### config.mk
export PLATFORM = sky130hd
export DESIGN_NAME = mem_ctrl_fsm
export DESIGN_NICKNAME = d
export VERILOG_FILES = /design/src/rtl/mem_ctrl_fsm.sv
export SDC_FILE = /design/constraint.sdc
export NUM_CORES = 1
export LEC_CHECK = 0
export ABC_CLOCK_PERIOD_IN_PS = 3800
export CAP_MARGIN = 40
export CORE_UTILIZATION = 40
export CTS_CLUSTER_DIAMETER = 50
export DETAILED_ROUTE_END_ITERATION = 6
export GPL_ROUTABILITY_DRIVEN = 1
export RECOVER_POWER = 100
export SETUP_SLACK_MARGIN = 0.1
export SYNTH_ARGS = -nofsm -noshare
export SYNTH_HDL_FRONTEND = slang
export SYNTH_SLANG_ARGS = --single-unit
### constraint.sdc
create_clock -name clk -period 3.8 [get_ports clk]
set_clock_uncertainty 0.2 [all_clocks]
set_input_delay 0.38 -clock clk [delete_from_list [all_inputs] [get_ports clk]]
set_output_delay 0.38 -clock clk [all_outputs]
set_load 0.02 [all_outputs]
### src/rtl/mem_ctrl_fsm.sv
// mem_ctrl_fsm: addressed read/write sequencer for a DEPTH x WIDTH register array.
// A request accepted in IDLE passes through SETUP and ACCESS_CYCLES of ACCESS.
// It ends with a one-cycle DONE in which valid (and err, for bad addresses) is high.
// Out-of-range requests skip straight to DONE and never touch the array.
module mem_ctrl_fsm #(
  parameter int WIDTH         = 8,
  parameter int DEPTH         = 6,
  parameter int ADDR_W        = 3,
  parameter int ACCESS_CYCLES = 2
) (
  input  logic              clk,
  input  logic              reset,
  input  logic              select,
  input  logic              op,
  input  logic [ADDR_W-1:0] addr,
  input  logic [WIDTH-1:0]  wdata,
  output logic              busy,
  output logic              rw,
  output logic [DEPTH-1:0]  word_en,
  output logic              valid,
  output logic              err,
  output logic [WIDTH-1:0]  rdata
);

  localparam int CNT_W = (ACCESS_CYCLES > 1) ? $clog2(ACCESS_CYCLES) : 1;
  localparam logic [ADDR_W:0] DEPTH_L = (ADDR_W+1)'(DEPTH);

  typedef enum logic [1:0] {
    IDLE   = 2'd0,
    SETUP  = 2'd1,
    ACCESS = 2'd2,
    DONE   = 2'd3
  } state_t;

  state_t            state;
  logic              op_q;
  logic [ADDR_W-1:0] addr_q;
  logic [WIDTH-1:0]  wdata_q;
  logic              err_q;
  logic [CNT_W-1:0]  cnt;
  logic [WIDTH-1:0]  rdata_q;
  logic [WIDTH-1:0]  mem [DEPTH];
  logic [WIDTH-1:0]  rd_word;
  logic              in_range;

  assign in_range = ({1'b0, addr} < DEPTH_L);

  // Read mux over the array, addressed by the captured address.
  always_comb begin
    rd_word = '0;
    for (int unsigned i = 0; i < DEPTH; i++) begin
      if (addr_q == ADDR_W'(i)) rd_word = mem[i];
    end
  end

  // State sequencing, request capture, access counter, array and read register.
  always_ff @(posedge clk) begin
    if (!reset) begin
      state   <= IDLE;
      op_q    <= 1'b0;
      addr_q  <= '0;
      wdata_q <= '0;
      err_q   <= 1'b0;
      cnt     <= '0;
      rdata_q <= '0;
      for (int unsigned i = 0; i < DEPTH; i++) mem[i] <= '0;
    end else begin
      case (state)
        IDLE: begin
          if (select) begin
            op_q    <= op;
            addr_q  <= addr;
            wdata_q <= wdata;
            if (in_range) begin
              err_q <= 1'b0;
              state <= SETUP;
            end else begin
              err_q <= 1'b1;
              state <= DONE;
            end
          end
        end
        SETUP: begin
          cnt   <= CNT_W'(ACCESS_CYCLES - 1);
          state <= ACCESS;
        end
        ACCESS: begin
          if (cnt != '0) begin
            cnt <= cnt - 1'b1;
          end else begin
            state <= DONE;
            if (op_q) begin
              for (int unsigned i = 0; i < DEPTH; i++) begin
                if (addr_q == ADDR_W'(i)) mem[i] <= wdata_q;
              end
            end else begin
              rdata_q <= rd_word;
            end
          end
        end
        DONE: state <= IDLE;
        default: state <= IDLE;
      endcase
    end
  end

  // Word-enable decode, active only while the access is in flight.
  always_comb begin
    word_en = '0;
    if (state == SETUP || state == ACCESS) begin
      for (int unsigned i = 0; i < DEPTH; i++) begin
        if (addr_q == ADDR_W'(i)) word_en[i] = 1'b1;
      end
    end
  end

  assign busy  = (state != IDLE);
  assign rw    = busy & op_q;
  assign valid = (state == DONE);
  assign err   = valid & err_q;
  assign rdata = rdata_q;

endmodule

Yosys cells after proc, flatten, opt, wreduce, memory -nomap -nowiden
Memory sizes are Yosys's and may differ from the RTL's.
Cells that the tools add are included.
Widths: inputs -> output; s select.
{"block": "totals", "rom_bits": 0, "output_inout_bits": 18, "register_bits": 24, "ramBits": 48, "latchBits": 0, "mem_count": 1}
{"memory": "mem", "words": 6, "width": 8, "rd": 6, "rd_clocked_by_memory_dff": 0, "wr": 6, "line_no": "42", "text": "logic [WIDTH-1:0] mem [DEPTH];"}
{"block": "op_classes", "muxes": 57, "div": 0, "n_addsub": 1, "bitwise": 10, "reduce_logical": 8, "order_cmp": 1, "shifts": 0, "n_eq_ne": 10, "n_mul": 0}
{"operator": "$mux 8", "n": 12}
{"operator": "$mux 1", "n": 39}
{"operator": "$pmux 2 s4", "n": 1}
{"operator": "$eq 3x2->1 const B", "n": 2}
{"operator": "$eq 3x3->1 const B", "n": 2}
{"operator": "$mux 2", "n": 3}
{"operator": "$mux 6", "n": 1}
{"operator": "$or 1x1->1", "n": 6}
{"operator": "$eq 2x2->1 const B", "n": 2}
{"operator": "$ne 2x2->1 const B", "n": 2}
{"operator": "$reduce_and 2->1", "n": 2}
{"operator": "$reduce_bool 2->1", "n": 2}
{"operator": "$eq 3x1->1 const B", "n": 1}
{"operator": "$logic_not 3->1", "n": 1}
{"operator": "$lt 3x3->1 const B", "n": 1}
{"operator": "$reduce_and 3->1", "n": 1}
{"operator": "$and 1x1->1", "n": 2}
{"operator": "$eq 2x1->1 const B", "n": 1}
{"operator": "$logic_not 2->1", "n": 1}
{"operator": "$not 1->1", "n": 2}
{"operator": "$pmux 1 s2", "n": 1}
{"operator": "$logic_or 1x1->1", "n": 1}
{"operator": "$sub 1x1->1 const B", "n": 1}

Longest topological paths before layout
Gate-level depths: netlist of run 1.
{"block": "logic_depth", "depth_word": 8, "depth_mapped": 6}

Worst setup path before layout of run 1
No wires, ideal clock.
{"block": "synth_path", "path_type": "flip-flop to flip-flop", "from": "register state[0]", "to": "memory mem[0][0], enable pin", "slack_ns": 1.490, "setup_ns": 0.387, "stages_incl_launch_ff": 6, "t_required_ns": 3.213, "t_arrival_ns": 1.724, "cell_sequence": "dfxtp_1 > inv_1 > ha_1 > nand3b_1 > or2_2 > o31ai_1"}
{"element": "start, declared", "line_no": "35", "text": "state_t state;"}
{"element": "start signal, assigned", "line_no": "59", "text": "state <= IDLE;"}
{"element": "start signal, assigned", "line_no": "76", "text": "state <= SETUP;"}
{"element": "start signal, assigned", "line_no": "79", "text": "state <= DONE;"}
{"element": "end, declared", "line_no": "42"}

==> results of run 1 <==
power by group:
group	leakage, nW	switching [mW]	total [mW]	internal (mW)
Clock	0.0910	0.265	0.557	0.293
Combinational	0.637	0.206	0.362	0.156
Sequential	0.692	0.0725	0.962	0.889
Yosys cell counts (3+ instances only):
| cell | n | share of area |
|---|---|---|
| buf_2 | 5 | 0.0075 |
| nand2_1 | 33 | 0.037 |
| and2_1 | 50 | 0.094 |
| o22ai_1 | 5 | 0.0094 |
| o22a_2 | 4 | 0.012 |
| o221ai_1 | 7 | 0.018 |
| edfxtp_1 | 48 | 0.43 |
| mux2i_1 | 9 | 0.027 |
| nand3_1 | 3 | 0.0045 |
| ha_1 | 3 | 0.011 |
| nand3b_1 | 5 | 0.011 |
| clkbuf_1 | 4 | 0.0045 |
| dfxtp_1 | 24 | 0.14 |
| and3_1 | 5 | 0.0094 |
| mux2_4 | 3 | 0.013 |
| nor2_1 | 11 | 0.012 |
| inv_1 | 8 | 0.0090 |
| o21ai_0 | 9 | 0.013 |
| a21boi_0 | 13 | 0.029 |
| o32ai_1 | 3 | 0.0079 |
| a21oi_1 | 3 | 0.0045 |
layer usage:
layer,wire (um),vias up
li1,-,1095
met1,3719,1034
met5,0,-
met2,3516,70
met3,436,11
met4,128,0
cell families after synthesis:
kind of cell / after synthesis / share of synthesized area
buffers and inverters: 21 / 0.03223
DFF: 72 / 0.5757
and+or+nand+nor: 124 / 0.2204
adders and majority gates: 3 / 0.01125
muxes: 14 / 0.04723
AOI/OAI and AO/OA: 50 / 0.1132
sequential cells by signal, summed over array words and instances (netlist names):
| signal | count |
|---|---|
| addr_q | 3 |
| cnt | 1 |
| err_q | 1 |
| mem | 48 |
| op_q | 1 |
| rdata | 8 |
| state | 2 |
| wdata_q | 8 |
stage by stage:
| stage | worst slack, ns | instances | area [sq um] |
|---|---|---|---|
| 3_3_place_gp | 1.128 | 413 | 3769 |
| 2_1_floorplan | 1.490 | 284 | 3338 |
| 5_1_grt | 0.3723 | 430 | 3894 |
| 6_report | 0.5182 | 430 | 3894 |
| 3_5_place_dp | 1.123 | 414 | 3784 |
| 4_1_cts | 0.7391 | 430 | 3964 |
worst max-delay path: cells and delay by family:
family	cells	cell delay, ns
AND/OR/NAND/NOR	4	1.38
buffers and inverters	2	1.53
layout make-up:
| cell class | count | area share |
|---|---|---|
| Timing Repair Buffer | 41 | 0.09479 |
| Multi-Input combinational cell | 191 | 0.3249 |
| Tap cell | 102 | 0.03278 |
| Sequential cell | 72 | 0.4936 |
| Inverter | 8 | 0.007712 |
| Clock buffer | 16 | 0.04627 |
path summary, 6_finish.rpt:
path	startpoint	to	slack, ns
max	reset	mem[4][5]	0.52
min	err_q	err_q	0.27
max reg2reg	state[0]	rdata[4]	1.27
min reg2reg	err_q	err_q	0.27
==> results.md, run 1 <==
- Fmax achieved: 304.7 MHz
- Most frequent cells in the layout: edfxtp_1 (48), nand2_1 (33), and2_0 (26)
- Worst Reg-to-Reg Cells: 5
- Min Hold Slack: between 0.2 and 0.3 ns
- Multi-input gate area: 0.001265 sq mm
- Clock Latency Late Sink: ~0.34 ns
- Max FO, Critical Path: 32
- Measured slew at the worst slew-check pin: between 1 and 1.5 ns
- Post-synthesis sequential area ratio: 0.5757
- Initial DRC count: ~230
- Antenna violations before repair: 0
- Seq cells post-synth: slightly above 70
- Die Width: 93.36 um
- Crit path DAT: approximately 3.3 ns
- Number of H-tree levels: 3
- Worst path cell trace: dlygate4sd3_1 > clkbuf_1 > nand4b_1 > or2_0 > nor2_1 > and2_0
- Final max-slew violation count: 0
- Register area: between 0.0015 and 0.002 sq mm
- Post-synth ARST share: 0
- CTS buffer count: 9
- Ant diodes: 0
- Predominant post-synthesis flop cell: edfxtp_1
- Proportion of layout cells with a drive suffix above 1: 0.09451
- DRC violations left: 0
- Critical Path Sink Type: register
- GRT overflow: 0
- Final net count: between 300 and 400
- Netlist Area Pre-Place: between 0.003 and 0.004 sq mm
- Status: complete, no violations
- CP peak stage delay: 1.00 ns
- CTS tree: yes
- Die Ht: 93.36 um
- Drt first pass iters: 5
- Final period utilization: 0.8636
- Post-CTS setup buffer count: 0
- Drt total wl: between 7000 and 8000 um
- Die Area: 0.008715 sq mm
- Core Util, Final: 0.4937
- Final hold violations: 0
- Critical path class: in -> reg
- First-pass GRT wire length: 12,140 um
- RSZ-0062 raised after global routing: false
- Routed length per placed instance: about 18 um
- Most Used Layer, Global Route: met2
- GR Util All Layers: 0.1959
- Vias in the first global route: about 2,100
- Fin Setup TNS: 0 ns
- Root Buffer: clkbuf_8
- Min cycle time layout: about 3.3 ns
- Static Leak: between 1 and 1.5 nW
- Syn Area/Cell: 11.75 sq um
- GRT met3 Usage: 0.04553
- Worst hold-check path type: reg -> reg
- Design Power: approximately 1.9 mW
- DRT antenna net count: 0
- Layout area overhead: 16.64%
- Post-cts gate resize count: 0
- Via-to-Cell Ratio: between 5 and 6
- Worst hold path depth: 2
- GR Layer Usage met1: 0.2776
- Synth warn: 0
- Clk slew on worst S/H paths: 0.07 ns
- CP required: 3.80 ns
- Hold_buf cts: 0
- Largest net degree at the start of global routing: 33
- Slew margin rel.: 0.09453
- EDFF count, synth: between 40 and 50
- Initial Util: 0.4232
- PwrDens: between 400 and 500 mW/mm^2
- Max cap viols: 0
- Vias post-DR: 2,210
- FP Rows: 32
- HPWL after detailed placement: roughly 5400 um
- Fillers: approximately 710
- Commonest non-fill, non-tap cell in the layout: edfxtp_1
- Max IR drop VDD: roughly 0.23 mV
- Setup violations, final: 0
- GR Util met2: 0.2898
- GP Congestion: between 0.9 and 1
- Post-Syn Instances: approximately 280
- Syn_nets: slightly above 300
- Crit-path slowest cell: clkbuf_1
- Post-synth cell types: 43
- Sink Count: 72
- Startpoint types: input pin
- Clock Path Buffers: 2
- I/O Buffers: 32
- Ports: 33
- Total core area: just under 0.008 sq mm
Note: power is estimated with default switching activity, not from simulation.
==> run 2: changes to the inputs <==
--- a/config.mk
+++ b/config.mk
@@ -11,7 +11,7 @@
 export CTS_CLUSTER_DIAMETER = 50
 export DETAILED_ROUTE_END_ITERATION = 6
 export GPL_ROUTABILITY_DRIVEN = 1
-export RECOVER_POWER = 100
+export RECOVER_POWER = 25
 export SETUP_SLACK_MARGIN = 0.1
 export SYNTH_ARGS = -nofsm -noshare
 export SYNTH_HDL_FRONTEND = slang
==> run 2 against run 1 <==
Effect of this change:
- utilization increased by 0.63 points
- clock power barely moved
- combinational power grew 4%
- largest power group unchanged
- critical path depth decreased by 3
- critical path type is now reg -> out
==> results.md, run 2 (synthesized netlist as in run 1, its figures left out) <==
- Max reg flops: 48
- Ant diodes: 0
- Number of H-tree levels: 3
- Final max-slew violation count: 0
- Final period utilization: 0.8035
- FP Rows: 32
- Drt first pass iters: 4
- Initial Util: 0.4232
- CP required: between 3 and 4 ns
- Min cycle time layout: roughly 3 ns
- Proportion of layout cells with a drive suffix above 1: 0.1220
- Via-to-Cell Ratio: about 5.1
- Final instance count without filler cells: 430
- Clock Latency Late Sink: 0.34 ns
- Layout area overhead: 18.14%
- Clock Path Buffers: 2
- Delay-heaviest family, CP: flip-flops
- Total core area: approximately 0.008 sq mm
- WP buf/inv: 1
- DRC violations left: 0
- Startpoint types: register
- Critical Path Sink Type: output port
- Crit path DAT: between 2 and 2.5 ns
- Max IR drop VDD: 0.2309 mV
- CTS buffer count: 9
- Critical path class: reg -> out
- HPWL after detailed placement: around 5400 um
- Measured slew at the worst slew-check pin: 0.7591 ns
- Status: complete, no violations
- Initial DRC count: 234
- Slew margin rel.: 0.4932
- Vias post-DR: between 2,000 and 2,500
- Largest net degree at the start of global routing: 33
- Fmax achieved: about 330 MHz
- Drt total wl: ~7800 um
- Final net count: 341
- Ports: 33
- Static Leak: around 1.4 nW
- Max FO, Critical Path: 20
- Clk slew on worst S/H paths: 0.07 ns
- Post-CTS setup buffer count: 0
- Most frequent cells in the layout: and2_1 (49), edfxtp_1 (48), nand2_1 (33)
- Routed length per placed instance: roughly 18 um
- First-pass GRT wire length: 12,140 um
- Crit-path slowest cell: dfxtp_1
- Setup violations, final: 0
- GR Util All Layers: 0.1959
- Reg with most FFs: mem
- DRT antenna net count: 0
- Worst hold-check path type: reg -> reg
- Die Area: between 0.008 and 0.009 sq mm
- Min Hold Slack: about 0.27 ns
- Die Ht: a little over 90 um
- Antenna violations before repair: 0
- Fin Setup TNS: 0 ns
- Die Width: around 93 um
- I/O Buffers: 32
- RSZ-0062 raised after global routing: false
- Sink Count: 72
- Max cap viols: 0
- PwrDens: between 400 and 500 mW/mm^2
- Placed insts: slightly above 400
- Root Buffer: clkbuf_8
- Vias in the first global route: ~2,100
- Final hold violations: 0
- Post-cts gate resize count: 0
- Worst path cell trace: nand2b_1 > nor2_1 > clkdlybuf4s50_1
- Commonest non-fill, non-tap cell in the layout: and2_1
- GRT overflow: 0
- GP Congestion: slightly above 0.9
- CP peak stage delay: between 0.8 and 0.9 ns
- Hold_buf cts: 0
- CTS tree: yes
-- run 2: cell count changes in the layout (fill, tap and decap cells not counted), sizes merged --
cell           delta
clkbuf            -5
buf               +5
dlygate4sd3      -10
clkdlybuf4s50    +10
-- run 2: path summary, 6_finish.rpt --
check             startpoint    endpoint  slack [ns]  cells after the start
setup reg to reg   addr_q[1]   mem[5][4]        1.54                      3
hold reg to reg        err_q       err_q        0.27                      2
setup / recovery   addr_q[1]  word_en[2]        0.75                      3
hold / removal         err_q       err_q        0.27                      2
-- run 2: report_power, final --
part           switching (mW)  internal (mW)  leakage (nW)
Clock                   0.265          0.293        0.0910
Sequential             0.0743          0.889         0.692
Combinational           0.210          0.167         0.657
Total                   0.549           1.35          1.44
-- run 2: per-layer routing --
| layer | track usage | share of wire |
|---|---|---|
| met1 | 0.2776 | 0.49 |
| met2 | 0.2898 | 0.45 |
| met3 | 0.04553 | 0.040 |
| met4 | 0.07564 | 0.016 |
| met5 | 0 | 0 |
-- run 2: final cells by class --
cell class	instances	area [sq um]
Fill cell	695	3944
Sequential cell	72	1922
Multi-Input combinational cell	191	1296
Timing Repair Buffer	41	387.9
Clock buffer	16	180.2
Tap cell	102	127.6
Inverter	8	30.03
-- run 2: worst min-delay path, delay by kind of cell, from the launching register on --
kind / cells / cell delay (ns)
flip-flops: 1 / 0.31
AO/OA/AOI/OAI: 1 / 0.07
AND/OR/NAND/NOR: 1 / 0.05
-- run 2: through the flow --
| step | cell area [sq um] | setup WS (ns) | utilization | total power, mW |
|---|---|---|---|---|
| after global placement | 3769 | 1.128 | 0.4778 | 1.356 |
| after CTS | 3964 | 0.7391 | 0.5025 | 1.919 |
| after detailed placement | 3784 | 1.123 | 0.4797 | 1.365 |
| after global routing | 3944 | 0.6436 | 0.5000 | 1.987 |
| final | 3944 | 0.7468 | 0.5000 | 1.898 |
| after floorplan | 3338 | 1.490 | - | 1.210 |
